**config.mk**
```make
export PLATFORM = sky130hd
export DESIGN_NAME = serial_subtractor
export DESIGN_NICKNAME = d
export VERILOG_FILES = /design/src/rtl/serial_subtractor.sv
export SDC_FILE = /design/constraint.sdc
export NUM_CORES = 1
export LEC_CHECK = 0
export CORE_MARGIN = 2
export CORE_UTILIZATION = 50
export CTS_BUF_LIST = sky130_fd_sc_hd__clkbuf_2 sky130_fd_sc_hd__clkbuf_4 sky130_fd_sc_hd__clkbuf_8
export DETAILED_ROUTE_END_ITERATION = 10
export PLACE_DENSITY = 0.8
export SLEW_MARGIN = 10
export SYNTH_ARGS = -nofsm -noshare
export SYNTH_HDL_FRONTEND = slang
export SYNTH_SLANG_ARGS = --single-unit
```
**constraint.sdc**
```tcl
create_clock -name clk -period 3.6 [get_ports clk]
set_clock_uncertainty 0.05 [all_clocks]
set_input_delay 0.36 -clock clk [delete_from_list [all_inputs] [get_ports clk]]
set_output_delay 0.36 -clock clk [all_outputs]
set_load 0.02 [all_outputs]
```
**src/rtl/serial_subtractor.sv**
```systemverilog
// Bit-serial two's-complement subtractor F = A - B, one bit per clock, LSB first.
// A start/busy/done handshake loads the operands; Bo/OF/ZF flags accompany each result.
module serial_subtractor #(
    parameter int WIDTH = 8
) (
    input  logic             clk,
    input  logic             rst,
    input  logic             start,
    input  logic [WIDTH-1:0] A,
    input  logic [WIDTH-1:0] B,
    output logic             busy,
    output logic             done,
    output logic [WIDTH-1:0] F,
    output logic             Bo,
    output logic             OF,
    output logic             ZF
);

    localparam int CW = $clog2(WIDTH);
    localparam logic [CW-1:0] LAST = CW'(WIDTH - 1);

    localparam logic [0:0] S_IDLE = 1'b0;
    localparam logic [0:0] S_RUN  = 1'b1;

    logic [0:0]       state_q, state_d;
    logic [CW-1:0]    cnt_q, cnt_d;
    logic             br_q, br_d;
    logic             done_q, done_d;
    logic [WIDTH-1:0] a_q, a_d;
    logic [WIDTH-1:0] b_q, b_d;
    logic [WIDTH-1:0] f_q, f_d;
    logic             bo_q, bo_d;
    logic             of_q, of_d;
    logic             zf_q, zf_d;

    logic             a_i, b_i, diff, br_nxt;
    logic [WIDTH-1:0] res;

    // The minuend register doubles as the result register: each difference
    // bit enters at the MSB as the consumed minuend bit leaves at the LSB.
    always_comb begin
        state_d = state_q;
        cnt_d   = cnt_q;
        br_d    = br_q;
        done_d  = 1'b0;
        a_d     = a_q;
        b_d     = b_q;
        f_d     = f_q;
        bo_d    = bo_q;
        of_d    = of_q;
        zf_d    = zf_q;

        a_i    = a_q[0];
        b_i    = b_q[0];
        diff   = a_i ^ b_i ^ br_q;
        br_nxt = (~a_i & b_i) | (~(a_i ^ b_i) & br_q);
        res    = {diff, a_q[WIDTH-1:1]};

        case (state_q)
            S_IDLE: begin
                if (start) begin
                    a_d     = A;
                    b_d     = B;
                    br_d    = 1'b0;
                    cnt_d   = '0;
                    state_d = S_RUN;
                end
            end
            S_RUN: begin
                a_d   = res;
                b_d   = {1'b0, b_q[WIDTH-1:1]};
                br_d  = br_nxt;
                cnt_d = cnt_q + 1'b1;
                if (cnt_q == LAST) begin
                    // On the last step a_i/b_i are the operand sign bits.
                    f_d     = res;
                    bo_d    = br_nxt;
                    of_d    = (a_i != b_i) && (diff != a_i);
                    zf_d    = (res == '0);
                    done_d  = 1'b1;
                    state_d = S_IDLE;
                end
            end
            default: state_d = S_IDLE;
        endcase
    end

    always_ff @(posedge clk) begin
        if (rst) begin
            state_q <= S_IDLE;
            cnt_q   <= '0;
            br_q    <= 1'b0;
            done_q  <= 1'b0;
            f_q     <= '0;
            bo_q    <= 1'b0;
            of_q    <= 1'b0;
            zf_q    <= 1'b0;
        end else begin
            state_q <= state_d;
            cnt_q   <= cnt_d;
            br_q    <= br_d;
            done_q  <= done_d;
            f_q     <= f_d;
            bo_q    <= bo_d;
            of_q    <= of_d;
            zf_q    <= zf_d;
        end
    end

    // Operand shift registers carry no state that matters outside a run.
    always_ff @(posedge clk) begin
        a_q <= a_d;
        b_q <= b_d;
    end

    assign busy = (state_q == S_RUN);
    assign done = done_q;
    assign F    = f_q;
    assign Bo   = bo_q;
    assign OF   = of_q;
    assign ZF   = zf_q;

endmodule

```
==> run_results.csv <==
group,metric,value,unit
worst_hold_path,min_path_type,"reg -> reg",
final_layout,nNetsFinal,169,
final_layout,area_growth,27.5,%
synth,yosysSeqAreaShare,0.606,
worst_setup_path,critical-path-top-delay-family,"buffers and inverters",
drt,firstDrtPassIters,4,
clock_network,clock_sinks,33,
timing,period_needed,1.92,ns
timing,rsz0062_at_grt,"false",
worst_setup_path,crit_slowest_cell,"clkdlybuf4s50_1",
clock_network,post_cts_buffers,0,
synth,syn_nets,137,
final_layout,diodes,0,
clock_network,hold_buffers,0,
global_route,overflow,0,
worst_setup_path,cp_slowest_stage_delay,0.67,ns
timing,worstMarginPinSlew,0.582,ns
clock_network,insertion_delay,0.33,ns
drt,drc_errors,0,
synth,yosysWarnings,0,
power,powerDensity,414,nW/µm²
clock_network,cts_root_buffer,"clkbuf_4",
worst_setup_path,worstPathMaxFanout,11,
die,chipHeight,56.0,µm
timing,finalHoldViolations,0,
die,ios,32,
synth,syn_area,1350,µm²
global_route,grt_pass1_wl,3750,µm
place,numPortBuffers,31,
synth,synth_seq_cells,33,
synth,netlist_instances,114,
timing,setup_viol,0,
drt,wl,2290,µm
flow_run,cap_violations,0,
worst_setup_path,end_kind,"output port",
run_status,status,"completed",
power,p_leak,0.617,nW
worst_setup_path,path_class,"reg -> out",
synth,ys_types,24,
worst_setup_path,path_buf_inv,1,
drt,vias,901,
clock_network,clk_pin_slew,0.09,ns
place,hpwl,1690,µm
synth,synthFlopType,"dfxtp_1",
drt,vias_per_cell,5.09,
timing,setup_ws,1.68,ns
global_route,grt_pass1_vias,866,
synth,synthArstFlopShare,0,
worst_setup_path,startpoint_type,"flip-flop",
die,dieArea,3140,µm²
clock_network,h-tree-depth,2,
die,die_x,56.0,µm
drt,post_drt_wl_per_cell,12.9,µm
power,ir_drop,0.359,mV
timing,timing.final.crit_share,0.534,
timing,fmax,520,MHz
die,initial_utilization,0.537,
drt,drtIter0Drc,15,
clock_network,cts_buffer_depth,2,
die,core_area,2520,µm²
clock_network,cts_tree,"yes",
place,finalWeightedCongestion,0.735,
die,rows,18,
clock_network,post_cts_resized,0,
global_route,antenna_found_initial,0,
timing,maxSlewViolCount,0,
final_layout,drive_gt1_frac,0.156,
place,preCtsSetupSlack,1.70,ns
global_route,track_usage,0.158,
worst_setup_path,path_cells,"clkdlybuf4s50_1",
timing,holdWs,0.413,ns
timing,slew_headroom,0.611,
clock_network,cts_made_buffers,5,
synth,synth_edf_count,16,
global_route,grt_start_max_net_pins,18,
worst_setup_path,required,3.19,ns
synth,synth_area_per_cell,11.9,µm²
drt,ant_nets,0,
final_layout,fin_util,0.685,
worst_setup_path,cp.arrival,1.51,ns
timing,timing.setup.tns,0,ns
-- cell families after synthesis --
group,Yosys count,share of synthesized area
simple gates,36,0.123
flops,33,0.606
mux,16,0.131
compound gates,14,0.0536
buf+inv,10,0.0370
fa+ha+maj,4,0.0425
xor+xnor,1,0.00647
-- path summary, 6_finish.rpt --
kind                     start           endpoint  slack (ns)  depth (start not counted)
max            busy$_SDFF_PP0_               busy        1.68                          1
min          F[5]$_SDFFE_PP0P_  F[5]$_SDFFE_PP0P_        0.41                          2
min reg2reg  F[5]$_SDFFE_PP0P_  F[5]$_SDFFE_PP0P_        0.41                          2
max reg2reg   a_q[0]$_DFFE_PP_    OF$_SDFFE_PP0P_        1.83                          5
-- state kept, by name, indices dropped and copies added (netlist names), 3 cells and up --
| register | cells |
|---|---|
| cnt_q | 3 |
| b_q | 8 |
| a_q | 8 |
| F | 8 |
-- area by class of cell --
class | count | area, µm²
Sequential cell | 33 | 821
Timing Repair Buffer | 32 | 318
Tap cell | 30 | 37.5
Multi-Input combinational cell | 71 | 483
Fill cell | 194 | 796
Clock inverter | 1 | 3.75
Clock buffer | 7 | 52.6
Inverter | 3 | 11.3
-- metal layers --
| layer | global-route usage | part of all wire | vias to the layer above |
|---|---|---|---|
| li1 | - | - | 456 |
| met1 | 0.183 | 0.43 | 402 |
| met2 | 0.257 | 0.47 | 36 |
| met3 | 0.0558 | 0.077 | 7 |
| met4 | 0.0816 | 0.020 | 0 |
| met5 | 0 | 0 | - |
-- power breakdown --
| part | internal, W | switching [W] |
|---|---|---|
| logic | 0.0000444 | 0.0000298 |
| registers | 0.000421 | 0.0000138 |
| clock network | 0.0000901 | 0.000115 |
-- stage by stage --
step	cells	area, µm²	total power (W)
3_3_place_gp	169	1670	0.000515
2_1_floorplan	114	1350	0.000485
5_1_grt	177	1730	0.000747
4_1_cts	177	1730	0.000721
6_report	177	1730	0.000714
3_5_place_dp	169	1670	0.000519
-- worst min-delay path: cells and delay by family (launching register included) --
kind               cells  cell delay [ns]
DFF                    1             0.32
AOI/OAI and AO/OA      1             0.05
and+or+nand+nor        1             0.05
-- synth_stat cells, types with 2 or more instances --
| library cell | number | area share |
|---|---|---|
| a21oi_1 | 13 | 0.048 |
| ha_1 | 3 | 0.028 |
| nor2_1 | 7 | 0.019 |
| nor3b_1 | 3 | 0.017 |
| dfxtp_1 | 17 | 0.25 |
| edfxtp_1 | 16 | 0.35 |
| mux2_2 | 14 | 0.12 |
| mux2i_1 | 2 | 0.015 |
| buf_2 | 4 | 0.015 |
| buf_4 | 2 | 0.011 |
| inv_1 | 3 | 0.0083 |
| nand2_1 | 18 | 0.050 |
-- placed cells by master (no fill, tap or decap) --
cell / netlist / final
buf_4: 2 / 1
nor3_1: 1 / 1
xor2_1: 1 / 1
a21oi_1: 13 / 13
clkbuf_4: 0 / 7
nor3b_1: 3 / 3
or3_1: 1 / 1
a211oi_1: 1 / 1
dfxtp_1: 17 / 17
nand2_2: 1 / 1
mux2_2: 14 / 14
nand2_1: 18 / 18
nand3_1: 1 / 1
nor4b_1: 1 / 1
mux2i_1: 2 / 2
clkdlybuf4s50_1: 0 / 31
and2_1: 1 / 1
clkinv_1: 0 / 1
edfxtp_1: 16 / 16
nor2b_1: 1 / 1
ha_1: 3 / 3
fa_1: 1 / 1
nor2_1: 7 / 7
inv_1: 3 / 3
nor4_1: 1 / 1
No activity file was read; power rests on OpenSTA's default activity.
